File: src/rtl/puf_ram_sequencer_pkg.sv
// Shared encodings for the PUF RAM sequencer: FSM states, host command bytes
// and response bytes.
package puf_seq_pkg;

  typedef logic [3:0] state_t;

  localparam state_t ST_INIT       = 4'd0;
  localparam state_t ST_IDLE       = 4'd1;
  localparam state_t ST_ARG        = 4'd2;
  localparam state_t ST_RD_ADDR    = 4'd3;
  localparam state_t ST_RD_WAIT    = 4'd4;
  localparam state_t ST_RD_LATCH   = 4'd5;
  localparam state_t ST_TX_SEND    = 4'd6;
  localparam state_t ST_TX_WAIT_LO = 4'd7;
  localparam state_t ST_TX_WAIT_HI = 4'd8;
  localparam state_t ST_NEXT       = 4'd9;
  localparam state_t ST_FILL       = 4'd10;
  localparam state_t ST_ACK        = 4'd11;

  localparam logic [7:0] CMD_DUMP  = 8'h53;
  localparam logic [7:0] CMD_RANGE = 8'h72;
  localparam logic [7:0] CMD_ZERO  = 8'h7A;
  localparam logic [7:0] RSP_ERR   = 8'h3F;
  localparam logic [7:0] RSP_ACK   = 8'h4B;

  localparam int PUF_BYTES = 16384;

  // Even byte addresses map to the low half of a word.
  function automatic logic [7:0] select_byte(input logic [15:0] word, input logic hi);
    return hi ? word[15:8] : word[7:0];
  endfunction

endpackage

File: src/rtl/puf_ram_sequencer_if.sv
// UART byte interface plus combined_ram port as seen by the sequencer.
interface puf_ram_sequencer_if #(parameter int RAM_AW = 13);
  logic              uart_rx_ready;
  logic [7:0]        uart_data_from_rx;
  logic              uart_tx_ready;
  logic              uart_tx_enable;
  logic [7:0]        uart_data_to_tx;
  logic [RAM_AW-1:0] raddr;
  logic [15:0]       rdata;
  logic              we;
  logic [RAM_AW-1:0] waddr;
  logic [15:0]       wdata;
  logic [15:0]       wmask;
  logic              busy;

  modport master (
    input  uart_rx_ready, uart_data_from_rx, uart_tx_ready, rdata,
    output uart_tx_enable, uart_data_to_tx, raddr, we, waddr, wdata, wmask, busy
  );

  modport slave (
    output uart_rx_ready, uart_data_from_rx, uart_tx_ready, rdata,
    input  uart_tx_enable, uart_data_to_tx, raddr, we, waddr, wdata, wmask, busy
  );
endinterface

File: src/rtl/puf_tx_handshake.sv
// Sends one byte to the UART TX core: waits for idle, strobes enable, then
// follows ready low and back high before reporting done.
module puf_tx_handshake
  import puf_seq_pkg::*;
(
  input  logic       clk,
  input  logic       rst,
  input  logic       start,
  input  logic [7:0] byte_in,
  input  logic       uart_tx_ready,
  output logic       uart_tx_enable,
  output logic [7:0] uart_data_to_tx,
  output logic       done
);

  state_t     hs_q, hs_d;
  logic [7:0] data_q, data_d;
  logic       en_q, en_d;

  always_ff @(posedge clk or negedge rst) begin
    if (!rst) begin
      hs_q   <= ST_IDLE;
      data_q <= 8'h00;
      en_q   <= 1'b0;
    end else begin
      hs_q   <= hs_d;
      data_q <= data_d;
      en_q   <= en_d;
    end
  end

  // The byte is captured once on start so it stays stable on the TX pins
  // until the core has come back to idle.
  always_comb begin
    hs_d   = hs_q;
    data_d = data_q;
    en_d   = 1'b0;
    case (hs_q)
      ST_IDLE: if (start) begin
        data_d = byte_in;
        hs_d   = ST_TX_SEND;
      end
      ST_TX_SEND: if (uart_tx_ready) begin
        en_d = 1'b1;
        hs_d = ST_TX_WAIT_LO;
      end
      ST_TX_WAIT_LO: if (!uart_tx_ready) hs_d = ST_TX_WAIT_HI;
      ST_TX_WAIT_HI: if (uart_tx_ready) hs_d = ST_IDLE;
      default: hs_d = ST_IDLE;
    endcase
  end

  always_comb begin
    uart_tx_enable  = en_q;
    uart_data_to_tx = data_q;
    done            = (hs_q == ST_TX_WAIT_HI) && uart_tx_ready;
  end

endmodule

File: src/rtl/puf_ram_sequencer.sv
// Host command decoder that dumps, range-dumps or zero-fills the PUF SRAM
// and streams bytes back over UART.
module puf_ram_sequencer
  import puf_seq_pkg::*;
#(
  parameter int RAM_AW     = 13,
  parameter int BYTE_AW    = 14,
  parameter int INIT_DUMMY = 1
) (
  input  logic                 clk,
  input  logic                 rst,
  puf_ram_sequencer_if.master  bus
);

  state_t             state_q, state_d;
  logic [BYTE_AW-1:0] ptr_q, ptr_d;
  logic [15:0]        cnt_q, cnt_d;
  logic [1:0]         argc_q, argc_d;
  logic [RAM_AW-1:0]  raddr_q, raddr_d;
  logic [RAM_AW-1:0]  waddr_q, waddr_d;
  logic [7:0]         tx_byte_q, tx_byte_d;
  logic               ret_idle_q, ret_idle_d;
  logic               busy_q, busy_d;

  logic       hs_start, hs_done, hs_tx_enable;
  logic [7:0] hs_data;

  puf_tx_handshake u_tx (
    .clk             (clk),
    .rst             (rst),
    .start           (hs_start),
    .byte_in         (tx_byte_q),
    .uart_tx_ready   (bus.uart_tx_ready),
    .uart_tx_enable  (hs_tx_enable),
    .uart_data_to_tx (hs_data),
    .done            (hs_done)
  );

  always_ff @(posedge clk or negedge rst) begin
    if (!rst) begin
      state_q    <= (INIT_DUMMY != 0) ? ST_INIT : ST_IDLE;
      ptr_q      <= '0;
      cnt_q      <= '0;
      argc_q     <= '0;
      raddr_q    <= '0;
      waddr_q    <= '0;
      tx_byte_q  <= '0;
      ret_idle_q <= 1'b0;
      busy_q     <= 1'b0;
    end else begin
      state_q    <= state_d;
      ptr_q      <= ptr_d;
      cnt_q      <= cnt_d;
      argc_q     <= argc_d;
      raddr_q    <= raddr_d;
      waddr_q    <= waddr_d;
      tx_byte_q  <= tx_byte_d;
      ret_idle_q <= ret_idle_d;
      busy_q     <= busy_d;
    end
  end

  always_comb begin
    state_d    = state_q;
    ptr_d      = ptr_q;
    cnt_d      = cnt_q;
    argc_d     = argc_q;
    raddr_d    = raddr_q;
    waddr_d    = waddr_q;
    tx_byte_d  = tx_byte_q;
    ret_idle_d = ret_idle_q;
    case (state_q)
      ST_INIT: begin
        tx_byte_d  = 8'h00;
        ret_idle_d = 1'b1;
        state_d    = ST_TX_SEND;
      end
      ST_IDLE: if (bus.uart_rx_ready) begin
        case (bus.uart_data_from_rx)
          CMD_DUMP: begin
            ptr_d   = '0;
            cnt_d   = 16'(PUF_BYTES);
            state_d = ST_RD_ADDR;
          end
          CMD_RANGE: begin
            argc_d  = '0;
            state_d = ST_ARG;
          end
          CMD_ZERO: begin
            waddr_d = '0;
            state_d = ST_FILL;
          end
          default: begin
            tx_byte_d  = RSP_ERR;
            ret_idle_d = 1'b1;
            state_d    = ST_TX_SEND;
          end
        endcase
      end
      // Argument order: ptr_hi, ptr_lo, len_hi, len_lo; ptr_hi bits above
      // the byte address width fall away in the cast.
      ST_ARG: if (bus.uart_rx_ready) begin
        argc_d = argc_q + 2'd1;
        case (argc_q)
          2'd0: ptr_d = BYTE_AW'({bus.uart_data_from_rx, ptr_q[7:0]});
          2'd1: ptr_d[7:0] = bus.uart_data_from_rx;
          2'd2: cnt_d = {bus.uart_data_from_rx, cnt_q[7:0]};
          2'd3: begin
            cnt_d   = {cnt_q[15:8], bus.uart_data_from_rx};
            state_d = ({cnt_q[15:8], bus.uart_data_from_rx} == 16'd0) ? ST_IDLE : ST_RD_ADDR;
          end
        endcase
      end
      ST_RD_ADDR: begin
        raddr_d = ptr_q[BYTE_AW-1:1];
        state_d = ST_RD_WAIT;
      end
      ST_RD_WAIT: state_d = ST_RD_LATCH;
      ST_RD_LATCH: begin
        tx_byte_d  = select_byte(bus.rdata, ptr_q[0]);
        ret_idle_d = 1'b0;
        state_d    = ST_TX_SEND;
      end
      ST_TX_SEND: if (hs_done) state_d = ret_idle_q ? ST_IDLE : ST_NEXT;
      ST_NEXT: begin
        cnt_d   = cnt_q - 16'd1;
        ptr_d   = ptr_q + 1'b1;
        state_d = (cnt_q == 16'd1) ? ST_IDLE : ST_RD_ADDR;
      end
      ST_FILL: begin
        waddr_d = waddr_q + 1'b1;
        if (waddr_q == {RAM_AW{1'b1}}) state_d = ST_ACK;
      end
      ST_ACK: begin
        tx_byte_d  = RSP_ACK;
        ret_idle_d = 1'b1;
        state_d    = ST_TX_SEND;
      end
      default: state_d = ST_IDLE;
    endcase
    busy_d = (state_d != ST_IDLE);
  end

  always_comb begin
    hs_start            = (state_q == ST_TX_SEND);
    bus.we              = (state_q == ST_FILL);
    bus.raddr           = raddr_q;
    bus.waddr           = waddr_q;
    bus.wdata           = '0;
    bus.wmask           = '0;
    bus.busy            = busy_q;
    bus.uart_tx_enable  = hs_tx_enable;
    bus.uart_data_to_tx = hs_data;
  end

endmodule

File: src/flat_wrapper.sv
// flat-port wrapper written by rule: the top's interface ports become plain ports
module puf_ram_sequencer_flat import puf_seq_pkg::*;
#(
  parameter int RAM_AW     = 13,
  parameter int BYTE_AW    = 14,
  parameter int INIT_DUMMY = 1
)
  (clk, rst, bus_uart_rx_ready, bus_uart_data_from_rx, bus_uart_tx_ready, bus_rdata, bus_uart_tx_enable, bus_uart_data_to_tx, bus_raddr, bus_we, bus_waddr, bus_wdata, bus_wmask, bus_busy);
  puf_ram_sequencer_if #(.RAM_AW(RAM_AW)) bus_i ();
  input  logic clk;
  input  logic rst;
  input wire logic [$bits(bus_i.uart_rx_ready)-1:0] bus_uart_rx_ready;
  input wire logic [$bits(bus_i.uart_data_from_rx)-1:0] bus_uart_data_from_rx;
  input wire logic [$bits(bus_i.uart_tx_ready)-1:0] bus_uart_tx_ready;
  input wire logic [$bits(bus_i.rdata)-1:0] bus_rdata;
  output wire logic [$bits(bus_i.uart_tx_enable)-1:0] bus_uart_tx_enable;
  output wire logic [$bits(bus_i.uart_data_to_tx)-1:0] bus_uart_data_to_tx;
  output wire logic [$bits(bus_i.raddr)-1:0] bus_raddr;
  output wire logic [$bits(bus_i.we)-1:0] bus_we;
  output wire logic [$bits(bus_i.waddr)-1:0] bus_waddr;
  output wire logic [$bits(bus_i.wdata)-1:0] bus_wdata;
  output wire logic [$bits(bus_i.wmask)-1:0] bus_wmask;
  output wire logic [$bits(bus_i.busy)-1:0] bus_busy;
  assign bus_i.uart_rx_ready = bus_uart_rx_ready;
  assign bus_i.uart_data_from_rx = bus_uart_data_from_rx;
  assign bus_i.uart_tx_ready = bus_uart_tx_ready;
  assign bus_i.rdata = bus_rdata;
  assign bus_uart_tx_enable = bus_i.uart_tx_enable;
  assign bus_uart_data_to_tx = bus_i.uart_data_to_tx;
  assign bus_raddr = bus_i.raddr;
  assign bus_we = bus_i.we;
  assign bus_waddr = bus_i.waddr;
  assign bus_wdata = bus_i.wdata;
  assign bus_wmask = bus_i.wmask;
  assign bus_busy = bus_i.busy;
  puf_ram_sequencer #(.RAM_AW(RAM_AW), .BYTE_AW(BYTE_AW), .INIT_DUMMY(INIT_DUMMY)) u_core (.clk(clk), .rst(rst), .bus(bus_i));
endmodule
File: config.mk
export PLATFORM = sky130hd
export DESIGN_NAME = puf_ram_sequencer_flat
export DESIGN_NICKNAME = d
export VERILOG_FILES = /design/src/rtl/puf_ram_sequencer_pkg.sv /design/src/rtl/puf_ram_sequencer_if.sv /design/src/rtl/puf_tx_handshake.sv /design/src/rtl/puf_ram_sequencer.sv /design/src/flat_wrapper.sv
export SDC_FILE = /design/constraint.sdc
export NUM_CORES = 1
export LEC_CHECK = 0
export CAP_MARGIN = 20
export CORE_MARGIN = 10
export CORE_UTILIZATION = 45
export DETAILED_ROUTE_END_ITERATION = 10
export GPL_ROUTABILITY_DRIVEN = 0
export PLACE_DENSITY = 0.82
export SYNTH_ARGS = -nofsm -noshare
export SYNTH_HDL_FRONTEND = slang
export SYNTH_SLANG_ARGS = --single-unit
File: constraint.sdc
create_clock -name clk -period 2.5 [get_ports clk]
set_clock_uncertainty 0.05 [all_clocks]
set_input_delay 0.5 -clock clk [delete_from_list [all_inputs] [get_ports clk]]
set_output_delay 0.5 -clock clk [all_outputs]
set_load 0.1 [all_outputs]
==> flow_summary.ini <==
[outcome]
result_of_the_run = finished, final reports clean

[power_and_ir_drop]
irDropWorstVdd_mv = 0.790
pwr_density_cell_nw_per_um2 = 1170
power.leakage_nw = 2.61
design_power_total_mw = 6.99

[sta]
worst-slew-pin-transition_ns = 0.853
report.final.hold_viol_count = 0
worst_slew_margin_rel_pct = 43.1
fmaxAchievable_ghz = 0.426
fin_crit_ns = 2.35
setup_repair_after_global_routing_missed_its_margin = false
layout_worst_path_cycle_share_pct = 93.9
setup_violations = 0
fin_worst_hold_slack_ns = 0.179
slew_viol_final = 0

[grt]
grt_overflow_total = 0
grt_first_pass_wirelength_mm = 21.5
antenna_violations_before_repair = 0
groute.usage.overall_pct = 16.2
grt_pass1_vias = 4386
grt_start_max_net_pins = 68

[floorplan]
io_pins = 97
start_util_pct = 46.0
rows = 38
die_width_um = 125
floorplan.die_area_um2 = 15700
die_height_um = 125
design.core.area_um2 = 10800

[setup_path]
crit_path_max_fanout = 11
path_class = reg -> out
worstPathRequired_ns = 1.95
worst_ep_arrival_time_ns = 1.80
crit_end_category = output pin
critPathLaunchType = register

[synth]
post-synth-top-area-fraction_pct = 41.6
synth-warning-count = 0
synth-edff-count = 0
synth_most_common_cell = dfrtp_1
yosys_most_used_dff = dfrtp_1
yosys.area.top_type = dfrtp_1
synth-seq-cells = 84
post_synth_main_area_contributors = dfrtp_1 42%, mux2_2 5.4%, buf_4 5.0%
synth.top_cells.by_count = 83 x dfrtp_1, 41 x o21ai_0, 40 x nor2_1
synthCells = 508
yosysUniqueCellTypes = 75
seq_total_area_yosys_pct = 42.1
syn_avg_cell_area_um2 = 9.82
synth-async-reset-ratio_pct = 100
synth.cell_area_um2 = 4990

[layout]
flow.area_growth_from_synthesis_pct = 19.5
num-nets-final = 629
final_cell_count_no_fill = 738
filler_cell_count = 958
post-route-util_pct = 55.0
num_antenna_cells = 0
final_layout_size_suffix_gt1_share_pct = 24.7

[routing]
dr.first_iter.drc_count = 355
detail_route.vias_per_cell = 5.68
mean_routed_wirelength_per_cell_um = 17.5
drt_wl_total_mm = 12.9
detailroute.via_count = 4195
drtAntennaViolNets = 0
dr.pass1.iters = 5
remaining_drc_errors = 0

[clock_tree]
worst_setup_hold_path_clk_slew_ns = 0.09
clock_latency_ns = 0.38
clock_tree.buffer_depth = 2
cts_tree = yes
cts_inserted_buffers = 9
clkSinkCount = 84
cts_hold_buffers = 0
cts.htree.levels = 3
cts_root_buf = clkbuf_8

[place]
dp_cells = 722
place_hpwl_mm = 9.50
port_buffers = 64

[flow_run]
drv.max_cap_violation_count = 0

[min_path]
holdCritPathClass = in -> async
==> metal layers <==
layer / global-route usage [%] / share of wire (%) / vias to the layer above
met5: 0 / 0 / -
met3: 4.10 / 6.0 / 32
met4: 7.18 / 2.2 / 0
met1: 19.8 / 43 / 2032
li1: - / - / 1964
met2: 26.4 / 49 / 167
==> through the flow <==
step                      cell area, um2  TNS, ns  setup slack (ns)
after detailed placement            5760    -2.49            -0.152
final                               5960        0             0.151
after floorplan                     5110        0             0.180
after global routing                5960        0            0.0764
after global placement              5760   -0.456           -0.0692
after CTS                           5950        0            0.0357
==> worst paths after layout <==
kind,start,depth (start not counted),end,slack (ns)
min reg2reg,u_core.bus.raddr[10]$_DFFE_PN0P_,1,u_core.bus.raddr[10]$_DFFE_PN0P_,0.45
min,rst,1,u_core.cnt_q[7]$_DFFE_PN0P_,0.18
max in group asynchronous,rst,2,u_core.bus.waddr[0]$_DFFE_PN0P_,1.54
min in group clk,u_core.bus.raddr[10]$_DFFE_PN0P_,1,u_core.bus.raddr[10]$_DFFE_PN0P_,0.45
max,u_core.state_q[0]$_DFF_PN0_,4,bus_we,0.15
max reg2reg,u_core.state_q[3]$_DFF_PN0_,7,u_core.cnt_q[8]$_DFFE_PN0P_,0.19
==> final cells by class <==
type / count / area (um2) / area share, %
multi-input combinational: 375 / 2550 / 42.9
sequential: 84 / 2100 / 35.3
timing repair buffer: 106 / 873 / 14.6
tap: 140 / 175 / 2.94
clock buffer: 10 / 128 / 2.14
inverter: 17 / 63.8 / 1.07
clock inverter: 6 / 62.6 / 1.05
==> state kept, by name (all words and copies together) (netlist names), 3 cells and up <==
register	count
u_core.tx_byte_q	8
u_core.bus.waddr	13
u_core.ptr_q	14
u_core.cnt_q	16
u_core.u_tx.uart_data_to_tx	8
u_core.u_tx.hs_q	3
u_core.state_q	4
u_core.bus.raddr	13
==> worst max-delay path, stage by stage (launching register included) <==
cell and delay (ns):
dfrtp_1 0.49, buf_4 0.22, nor4bb_2 0.30, buf_4 0.23, buf_12 0.19
==> power breakdown <==
part | switching (mW) | internal [mW]
sequential | 0.487 | 1.82
combinational | 2.48 | 1.22
clock | 0.524 | 0.463
total | 3.49 | 3.51
==> placed cells by master (no fill, tap or decap), types with 17 or more instances in the layout <==
cell / n
dfrtp_1: 82
buf_4: 79
o21ai_0: 41
nor2_1: 40
nand2_1: 35
conb_1: 32
clkdlybuf4s50_1: 26
mux2_2: 24
a21oi_1: 23
inv_1: 17
==> repair_timing <==
item | CTS | global route
setup endpoints to repair | 0 | 1
gates resized for setup | 0 | 2
setup buffers | 0 | 0
==> cells by family (layout without fill, tap and decap cells) <==
| group | Yosys count | count (layout) | share of synthesized area, % |
|---|---|---|---|
| simple gates | 159 | 159 | 18.2 |
| fa+ha+maj | 8 | 8 | 2.01 |
| compound gates | 130 | 130 | 18.0 |
| xor+xnor | 12 | 12 | 2.11 |
| other cells | 1 | 32 | 0.0751 |
| mux | 34 | 34 | 8.25 |
| buf+inv | 80 | 139 | 9.25 |
| flops | 84 | 84 | 42.1 |
Note: power is estimated with default switching activity, not from simulation.
